--- src/rtl/nibble_serial_adder_ctrl_pkg.sv ---
// rtl/nibble_serial_adder_ctrl_pkg.sv - shared types and constants for the nibble-serial adder
// Contents: state_t (IDLE/RUN/DONE) sequencer states, NIBBLE_W slice width.
package nibble_serial_adder_ctrl_pkg;

    localparam int NIBBLE_W = 4;

    typedef enum logic [1:0] {
        IDLE = 2'd0,
        RUN  = 2'd1,
        DONE = 2'd2
    } state_t;

endpackage

--- src/rtl/nibble_serial_adder_ctrl_add4_slice.sv ---
// rtl/nibble_serial_adder_ctrl_add4_slice.sv - combinational 4-bit ripple full-adder slice
// Ports: x, y (4-bit addends), ci (carry in), s (4-bit sum), co (carry out).
module add4_slice (
    input  logic [3:0] x,
    input  logic [3:0] y,
    input  logic       ci,
    output logic [3:0] s,
    output logic       co
);

    logic [4:0] c;

    always_comb begin
        c    = '0;
        s    = '0;
        c[0] = ci;
        for (int i = 0; i < 4; i++) begin
            s[i]   = x[i] ^ y[i] ^ c[i];
            c[i+1] = (x[i] & y[i]) | (c[i] & (x[i] ^ y[i]));
        end
        co = c[4];
    end

endmodule

--- src/rtl/nibble_serial_adder_ctrl.sv ---
// rtl/nibble_serial_adder_ctrl.sv - WIDTH-bit add/sub sequenced through one 4-bit slice, LSB nibble first
// Ports: clk, rst_n (async active-low); start_valid/start_ready with a, b, cin, sub;
//        res_valid/res_ready with sum, cout, overflow; busy while RUN or DONE.
module nibble_serial_adder_ctrl
    import nibble_serial_adder_ctrl_pkg::*;
#(
    parameter int WIDTH = 16
) (
    input  logic             clk,
    input  logic             rst_n,
    input  logic             start_valid,
    output logic             start_ready,
    input  logic [WIDTH-1:0] a,
    input  logic [WIDTH-1:0] b,
    input  logic             cin,
    input  logic             sub,
    output logic             res_valid,
    input  logic             res_ready,
    output logic [WIDTH-1:0] sum,
    output logic             cout,
    output logic             overflow,
    output logic             busy
);

    localparam int NIBBLES = WIDTH / NIBBLE_W;
    localparam int IDX_W   = (NIBBLES > 1) ? $clog2(NIBBLES) : 1;
    localparam logic [IDX_W-1:0] LAST_IDX = IDX_W'(NIBBLES - 1);

    state_t             state;
    logic [IDX_W-1:0]   idx;
    logic               carry;
    logic [WIDTH-1:0]   a_reg;
    logic [WIDTH-1:0]   b_reg;
    logic [WIDTH-1:0]   sum_reg;
    logic               cout_reg;
    logic               ovf_reg;

    logic [NIBBLE_W-1:0] x_nib;
    logic [NIBBLE_W-1:0] y_nib;
    logic [NIBBLE_W-1:0] s_nib;
    logic                co_nib;

    // Nibble mux feeding the single shared slice.
    assign x_nib = a_reg[idx*NIBBLE_W +: NIBBLE_W];
    assign y_nib = b_reg[idx*NIBBLE_W +: NIBBLE_W];

    add4_slice u_slice (
        .x  (x_nib),
        .y  (y_nib),
        .ci (carry),
        .s  (s_nib),
        .co (co_nib)
    );

    always_ff @(posedge clk or negedge rst_n) begin
        if (!rst_n) begin
            state    <= IDLE;
            idx      <= '0;
            carry    <= 1'b0;
            a_reg    <= '0;
            b_reg    <= '0;
            sum_reg  <= '0;
            cout_reg <= 1'b0;
            ovf_reg  <= 1'b0;
        end else begin
            case (state)
                IDLE: begin
                    if (start_valid) begin
                        // Subtraction runs as A + ~B + ~borrow, so the slice only ever adds.
                        a_reg <= a;
                        b_reg <= sub ? ~b : b;
                        carry <= cin ^ sub;
                        idx   <= '0;
                        state <= RUN;
                    end
                end
                RUN: begin
                    sum_reg[idx*NIBBLE_W +: NIBBLE_W] <= s_nib;
                    carry <= co_nib;
                    idx   <= idx + 1'b1;
                    if (idx == LAST_IDX) begin
                        cout_reg <= co_nib;
                        // b_reg already holds ~B for subtraction, so one rule covers both.
                        ovf_reg  <= (a_reg[WIDTH-1] == b_reg[WIDTH-1]) &&
                                    (s_nib[NIBBLE_W-1] != a_reg[WIDTH-1]);
                        idx      <= '0;
                        state    <= DONE;
                    end
                end
                DONE: begin
                    if (res_ready) begin
                        state <= IDLE;
                    end
                end
                default: state <= IDLE;
            endcase
        end
    end

    assign start_ready = (state == IDLE);
    assign res_valid   = (state == DONE);
    assign busy        = (state != IDLE);
    assign sum         = sum_reg;
    assign cout        = cout_reg;
    assign overflow    = ovf_reg;

endmodule

--- config.mk ---
export PLATFORM = sky130hd
export DESIGN_NAME = nibble_serial_adder_ctrl
export DESIGN_NICKNAME = d
export VERILOG_FILES = /design/src/rtl/nibble_serial_adder_ctrl_pkg.sv /design/src/rtl/nibble_serial_adder_ctrl_add4_slice.sv /design/src/rtl/nibble_serial_adder_ctrl.sv
export SDC_FILE = /design/constraint.sdc
export NUM_CORES = 1
export LEC_CHECK = 0
export BUFFER_PORTS_ARGS = -buffer_cell sky130_fd_sc_hd__buf_2
export CAP_MARGIN = 20
export CORE_AREA = 2 2 108 58
export CTS_CLUSTER_SIZE = 28
export DETAILED_ROUTE_END_ITERATION = 8
export DIE_AREA = 0 0 110 60
export GPL_TIMING_DRIVEN = 0
export PLACE_DENSITY_LB_ADDON = 0.2
export SLEW_MARGIN = 20
export SYNTH_ARGS = -nofsm -noshare
export SYNTH_HDL_FRONTEND = slang
export SYNTH_SLANG_ARGS = --single-unit
--- constraint.sdc ---
create_clock -name clk -period 3.5 [get_ports clk]
set_clock_uncertainty 0.2 [all_clocks]
set_input_delay 0.525 -clock clk [delete_from_list [all_inputs] [get_ports clk]]
set_output_delay 0.525 -clock clk [all_outputs]
set_load 0.1 [all_outputs]
Word-level counts from Yosys, hierarchy flattened:

Index checks and enable logic that the tools add are counted.

* output and inout port bits: 21
* bits of input ports: 38
* register bits after elaboration: 55
* logic and storage cells: 63

* bitwise gates (word level): 22
* reductions and logical operators: 8
* equality and inequality tests: 8
* shifts and indexed selects: 4
* mux-type cells: 11
* add/subtract/negate cells: 2

Operator list (number)
* $neg A4 Y34: 1
* $shift A4 B34 Y16 const A: 1
* $shiftx A4 B34 Y16: 1
* $shiftx A16 B5 Y4: 2
* $bwmux W16: 1
* $mux W16: 1
* $not A16 Y16: 1
* $mux W2: 5
* $xor A1 B1 Y1: 9
* $and A1 B1 Y1: 8
* $pmux W2 S3: 1
* $reduce_and A2 Y1: 3
* $eq A2 B2 Y1 const B: 2
* $ne A2 B2 Y1 const B: 2
* $or A1 B1 Y1: 4
* $pmux W2 S2: 1
* $reduce_bool A2 Y1: 2
* $reduce_and A3 Y1: 1
* $add A2 B1 Y2 const B: 1
* $eq A2 B1 Y1 const B: 1
* $logic_not A2 Y1: 1
* $ne A2 B1 Y1 const B: 1
* $pmux W1 S2: 1
* $eq A1 B1 Y1: 1
* 3 further kinds: 3

Depth between registers and ports, before layout:

Gate-level depths: netlist of the first run.

* depth after elaboration: 11
* depth in mapped cells: 11
* mapped depth without buffers: 10

By module:

Synthesis of the first run repeated with hierarchy kept, for this count alone.

* cell total of the unflattened synthesis: 224
* area total of the unflattened synthesis: 2702.6 µm²

Modules (own cells, without submodules)
* nibble_serial_adder_ctrl: area an instance 2585.0 µm², sequential area each 1376.3 µm², cells each 210, times used 1
* add4_slice: area an instance 117.6 µm², sequential area each 0.0 µm², cells each 14, times used 1

Worst setup path before layout of the first run:

OpenSTA, ideal clock, no wires.

* kind: register -> register
* start: reg idx[0]
* end: reg ovf_reg, in the netlist overflow
* buffers on the path: 1
* stages on the path, launching flop included: 11
* data arrival time: 2.977 ns
* setup slack: 0.197 ns
* period minus slack after synthesis: 3.303 ns
* cell sequence: dfrtp_1 buf_2 mux4_2 inv_1 fa_1 fa_1 inv_1 fa_1 fa_1 o22ai_1 mux2_2

* longest elaborated chain between the ends: 11

Ends and longest elaborated chain
* start: declaration: line nibble_serial_adder_ctrl.sv:30 `logic [IDX_W-1:0] idx;`
* start signal: assignment: line nibble_serial_adder_ctrl.sv:80 `idx <= idx + 1'b1;`
* $shiftx A16 B5 Y4 (on tied branches): line nibble_serial_adder_ctrl.sv:44, nibble_serial_adder_ctrl.sv:45
* $xor A1 B1 Y1: line nibble_serial_adder_ctrl_add4_slice.sv:19 `c[i+1] = (x[i] & y[i]) | (c[i] & (x[i] ^ y[i]));`
* $and A1 B1 Y1: line nibble_serial_adder_ctrl_add4_slice.sv:19
* $or A1 B1 Y1: line nibble_serial_adder_ctrl_add4_slice.sv:19
* $and A1 B1 Y1: line nibble_serial_adder_ctrl_add4_slice.sv:19
* $or A1 B1 Y1: line nibble_serial_adder_ctrl_add4_slice.sv:19
* $and A1 B1 Y1: line nibble_serial_adder_ctrl_add4_slice.sv:19
* $or A1 B1 Y1: line nibble_serial_adder_ctrl_add4_slice.sv:19
* $xor A1 B1 Y1: line nibble_serial_adder_ctrl_add4_slice.sv:18 `s[i] = x[i] ^ y[i] ^ c[i];`
* $ne A1 B1 Y1: line nibble_serial_adder_ctrl.sv:85 `(s_nib[NIBBLE_W-1] != a_reg[WIDTH-1]);`
* $logic_and A1 B1 Y1: line nibble_serial_adder_ctrl.sv:84 `ovf_reg <= (a_reg[WIDTH-1] == b_reg[WIDTH-1]) &&`
* end signal: assignment: line nibble_serial_adder_ctrl.sv:84
* end: declaration: line nibble_serial_adder_ctrl.sv:36 `logic ovf_reg;`

Several ways; a longest one is shown, not always the timed one.
A chain may end at the register's enable or synchronous reset.

Worst setup path after layout of the first run:

Same ends and word-level chain as after synthesis.

==> run summary, run 1 <==
Final setup fails -> 0
Commonest non-fill, non-tap cell in the layout -> buf_2
Synth Area per Inst -> 12.6 sq um
Crit path largest cell delay -> 0.61 ns
Initial detailed-routing violation count -> 48
Worst path arrival time -> 3.37 ns
DRT Pass-1 Iters -> 4
Sequential fraction of the synthesis area -> 51.1%
Die ar. -> 6600 sq um
Relative slew slack -> 53.5%
DP Area -> 3080 sq um
Drc violations -> 0
CTS tree -> yes
Most frequent cells in the layout -> buf_2, dfrtp_1, mux2_2
Critical path class -> reg -> reg
Initial Util -> 47.0%
Final hold vios -> 0
Worst-path clk slew -> 0.11 ns
Final Critical Period -> 3.37 ns
Via count -> 1,869
Initial antenna violation count -> 0
CP max-delay cell -> fa_2
Fin cells -> 355
Mapped cell area -> 2690 sq um
Routability cong. -> 0.744
Port Buffers -> 57
Final nets -> 325
Post-Synthesis Cells -> 213
Class of the worst hold path -> in -> async
Critical Path Start Type -> flip-flop
Post-DR vias/cell -> 5.26
GR Util met3 -> 5.23%
Root buf cell -> clkbuf_8
Net Count, Synth -> 261
FILL cells -> 511
Critical Path End Type -> flip-flop
Slew Limit Fails -> 0
Actual slew at the worst max-slew pin -> 0.697 ns
FMAX -> 297 MHz
Largest net degree at the start of global routing -> 56
Synth Register Bits -> 55
Post-synthesis cell type count -> 32
Area delta synth->final -> 19.1%
Hold slack -> 0.0585 ns
Maxcap violations -> 0
Cell Chain, Critical Path -> buf_6, mux4_2, inv_1, fa_1, fa_1, inv_1, fa_1, fa_2, o22ai_1, mux2_2
Setup ws final -> 0.131 ns
Maximum clock path buffer count -> 2
Most used cell, CP -> fa_1
Outcome -> finished, final reports clean
Detailed Route WL -> 5.75 mm
Layout cells sized above 1 -> 38.8%
Post-Place Setup Slack -> -0.139 ns
RSZ-0062 raised after global routing -> no
Worst EP required -> 3.50 ns
Fin crit share -> 96.3%
Routed Antenna Nets -> 0
Die Width -> 110 um
Clk_lat worst skew -> 0.31 ns
Number of global-route vias before repair -> 1,862
First-pass GRT wire length -> 9.63 mm
I/O Pins -> 59
Total GRT Usage -> 19.8%
HPWL Detailed -> 4.21 mm
Grt met1 use -> 30.4%
GR peak layer -> met1
Max FO, Critical Path -> 10
Core area -> 5730 sq um
Total grt overflow -> 0
Design Area, Final -> 3210 sq um
TritonCTS Buffers -> 5
Grt met2 use -> 28.4%
# diodes -> 0
Wire per inst -> 16.2 um
Synth warn -> 0
Placed Cells -> 347
CTS Sinks -> 55
Die Y -> 60 um
Internal reg-to-reg setup slack -> 0.13 ns
CTS HTree Levels -> 2
Post-CTS Hold Buffers -> 0
Placement row count -> 20
==> metrics by stage <==
stage | util [%] | TNS (ns)
4_1_cts | 55.8 | 0
6_report | 55.9 | 0
2_1_floorplan | - | 0
3_5_place_dp | 53.7 | -0.139
5_1_grt | 55.9 | 0
3_3_place_gp | 53.6 | -0.156
==> synthesized netlist by cell type <==
library cell,count,area [sq um]
nand3b_1,1,7.51
mux2_2,18,203
dfrtp_1,55,1380
xnor2_1,16,140
clkbuf_1,1,3.75
nor3b_4,1,18.8
nor2_1,16,60.1
fa_1,4,80.1
inv_1,9,33.8
o22ai_1,1,6.26
nand2b_1,3,18.8
buf_2,6,30.0
buf_4,3,22.5
o31ai_1,3,22.5
nand3b_4,3,60.1
a22oi_1,1,7.51
o21ai_0,4,20.0
nor4b_1,3,26.3
xor2_1,1,8.76
mux4_2,8,180
o21ai_1,4,20.0
or3_1,1,6.26
or2_2,1,6.26
nand2_1,12,45.0
a21oi_1,16,80.1
or4b_1,3,30.0
nor2b_1,2,12.5
a22o_1,8,70.1
ha_1,6,75.1
nor4_1,1,6.26
o21bai_1,1,7.51
or4_1,1,7.51
==> worst max-delay path: cells and delay by family (launching register included) <==
kind	cells	cell delay [ns]
AO/OA/AOI/OAI	1	0.10
adder cells (fa/ha/maj)	4	1.34
buffers and inverters	3	0.37
flip-flops	1	0.48
multiplexers	2	0.78
==> cell type report <==
cell class / instances / area, sq um / share of cell area, %
Buffer: 10 / 63.8 / 1.99
Clock buffer: 6 / 82.6 / 2.58
Clock inverter: 2 / 35.0 / 1.09
Inverter: 9 / 33.8 / 1.05
Multi-Input combinational cell: 139 / 1230 / 38.3
Sequential cell: 55 / 1380 / 43.0
Tap cell: 77 / 96.3 / 3.01
Timing Repair Buffer: 57 / 288 / 8.98
==> path summary, 6_finish.rpt <==
check	cells after the start	from	to
hold / removal	1	rst_n	b_reg[3]
hold reg to reg	2	sum[1]	sum[1]
max in group asynchronous	1	rst_n	idx[0]
setup reg to reg	10	idx[0]	overflow
setup / recovery	10	idx[0]	overflow
min in group clk	2	a[3]	a_reg[3]
==> metal layers <==
layer  part of all wire (%)  up-vias
li1                       -      879
met1                     50      923
met2                     42       59
met3                    6.9        8
met4                   0.80        0
met5                      0        -
==> cells by family after synthesis <==
kind of cell	share of synthesized area (%)
compound gates	8.69
xor+xnor	5.53
fa+ha+maj	5.76
buf+inv	3.35
flops	51.1
mux	14.2
simple gates	11.3
==> timing repair <==
item,4_1_cts,5_1_grt
resized for setup,3,2
endpoints found under the setup margin,1,1
buffers inserted,0,0
Power of run 1 is left out: the tool's default activity adds up to more than one toggle a clock period on the data nets, which glitch-free logic cannot reach.
==> run 2: changes to the inputs <==
CORE_AREA = 2 2 107 57   (was 2 2 108 58)
CTS_BUF_LIST = sky130_fd_sc_hd__clkbuf_2   (was not set)
DIE_AREA = 0 0 109 59   (was 0 0 110 60)
==> run 2 against run 1 <==
  * Sequential share of layout area increased by 0.25 points
  * Final cell count fell by 0.56%
  * Via count fell by 1.1%
  * Flip-flop and latch count did not move
  * Fmax increased by 1.0%
  * Count of clock-buffer cells in the layout unchanged
  * Critical path depth did not move
  * Routed wire length is 3.0% lower
  * Utilization grew 3.1 points
==> run summary, run 2 (synthesized netlist as in run 1, its figures left out) <==
Outcome -> finished, final reports clean (unchanged)
Placed Cells -> 343 (was 347)
DRT Pass-1 Iters -> 5 (was 4)
Root buf cell -> clkbuf_2 (was clkbuf_8)
Final setup fails -> 0 (unchanged)
Final hold vios -> 0 (unchanged)
Largest net degree at the start of global routing -> 56 (unchanged)
Placement row count -> 19 (was 20)
Most frequent cells in the layout -> buf_2, dfrtp_1, mux2_2 (unchanged)
# diodes -> 0 (unchanged)
Via count -> 1,849 (was 1,869)
Slew Limit Fails -> 0 (unchanged)
Die ar. -> 6430 sq um (was 6600 sq um)
Detailed Route WL -> 5.58 mm (was 5.75 mm)
FF-to-FF path depth -> 10 (unchanged)
Worst-path clk slew -> 0.27 ns (was 0.11 ns)
FMAX -> 300 MHz (was 297 MHz)
Maximum clock path buffer count -> 2 (unchanged)
Worst r2r src -> idx[0] (unchanged)
FILL cells -> 456 (was 511)
Final nets -> 327 (was 325)
Internal reg-to-reg setup slack -> 0.17 ns (was 0.13 ns)
Post-Place Setup Slack -> -0.213 ns (was -0.139 ns)
Hold Path End -> state[1]
Clk_lat worst skew -> 0.43 ns (was 0.31 ns)
Maxcap violations -> 0 (unchanged)
Die Y -> 59 um (was 60 um)
Worst reg2reg path endpoint -> overflow (unchanged)
Worst path arrival time -> 3.50 ns (was 3.37 ns)
Core area -> 5400 sq um (was 5730 sq um)
CTS Sinks -> 55 (unchanged)
First-pass GRT wire length -> 9.27 mm (was 9.63 mm)
Critical Path Start Type -> flip-flop (unchanged)
CTS tree -> yes (unchanged)
Port Buffers -> 57 (unchanged)
Routed Antenna Nets -> 0 (unchanged)
Class of the worst hold path -> in -> reg (was in -> async)
Hold depth -> 3
Total grt overflow -> 0 (unchanged)
Actual slew at the worst max-slew pin -> 0.700 ns (was 0.697 ns)
Post-DR vias/cell -> 5.24 (was 5.26)
Relative slew slack -> 53.3% (was 53.5%)
Fin cells -> 353 (was 355)
Crit path from -> idx[0] (unchanged)
Wire per inst -> 15.8 um (was 16.2 um)
Setup ws final -> 0.165 ns (was 0.131 ns)
Final Critical Period -> 3.33 ns (was 3.37 ns)
CTS HTree Levels -> 2 (unchanged)
Die Width -> 109 um (was 110 um)
Layout cells sized above 1 -> 38.9% (was 38.8%)
Initial antenna violation count -> 0 (unchanged)
Area delta synth->final -> 18.4% (was 19.1%)
Drc violations -> 0 (unchanged)
Worst EP required -> 3.67 ns (was 3.50 ns)
Initial Util -> 49.9% (was 47.0%)
Max FO, Critical Path -> 10 (unchanged)
Commonest non-fill, non-tap cell in the layout -> buf_2 (unchanged)
Routability cong. -> 0.732 (was 0.744)
Total GRT Usage -> 19.0% (was 19.8%)
I/O Pins -> 59 (unchanged)
Number of global-route vias before repair -> 1,883 (was 1,862)
TritonCTS Buffers -> 5 (unchanged)
Fin crit share -> 95.3% (was 96.3%)
Initial detailed-routing violation count -> 55 (was 48)
TNS Setup -> 0 ns (unchanged)
Hold slack -> 0.0912 ns (was 0.0585 ns)
Critical path class -> reg -> reg (unchanged)
Critical Path End Type -> flip-flop (unchanged)
RSZ-0062 raised after global routing -> no (unchanged)
HPWL Detailed -> 4.03 mm (was 4.21 mm)
Hold_sp -> res_ready
-- run 2: cell types whose count changed in the layout (fill, tap and decap cells not counted), sizes merged --
cell / delta
dlygate4sd3: +1
buf: +1
bufinv: +1
clkinv: -1
-- run 2: worst max-delay path, stage by stage, from the launching register on --
cell and delay (ns):
dfrtp_2 0.43, buf_4 0.22, mux4_2 0.53, inv_1 0.09, fa_1 0.18, fa_1 0.16
inv_1 0.05, fa_1 0.40, fa_2 0.63, o22ai_1 0.12, mux2_2 0.26
-- run 2: worst max path at each step --
stage	endpoint	slack (ns)
floorplan	overflow	0.20
global placement	overflow	-0.18
detailed placement	overflow	-0.21
CTS	overflow	0.10
global route	overflow	0.05
finish	overflow	0.17
-- run 2: area by class of cell --
class | count | area, sq um | area share (%)
sequential | 55 | 1380 | 43.2
multi-input combinational | 139 | 1230 | 38.6
timing repair buffer | 59 | 305 | 9.58
tap | 73 | 91.3 | 2.87
clock inverter | 2 | 60.1 | 1.88
buffer | 10 | 60.1 | 1.88
inverter | 9 | 33.8 | 1.06
clock buffer | 6 | 30.0 | 0.942
-- run 2: metrics by stage --
stage / area [sq um] / utilization (%)
finish: 3190 / 59.1
global route: 3190 / 59.1
CTS: 3180 / 59.0
detailed placement: 3070 / 56.9
global placement: 3070 / 56.9
floorplan: 2690 / -
-- run 2: timing repair --
action                                 CTS  global route
hold buffers                             1             0
cloned                                   0             0
setup endpoints to repair                5             1
buffers inserted                         1             0
endpoints found under the hold margin   55             0
resized for setup                        3             1
pin swaps                                0             0
-- run 2: per-layer routing --
layer,global-route usage (%),up-vias,wire (um)
met5,0,-,0
met4,3.30,0,23
met3,4.62,4,310
met2,30.4,50,2520
met1,27.0,924,2720
li1,-,871,-
Power of run 2 is left out for the same reason.
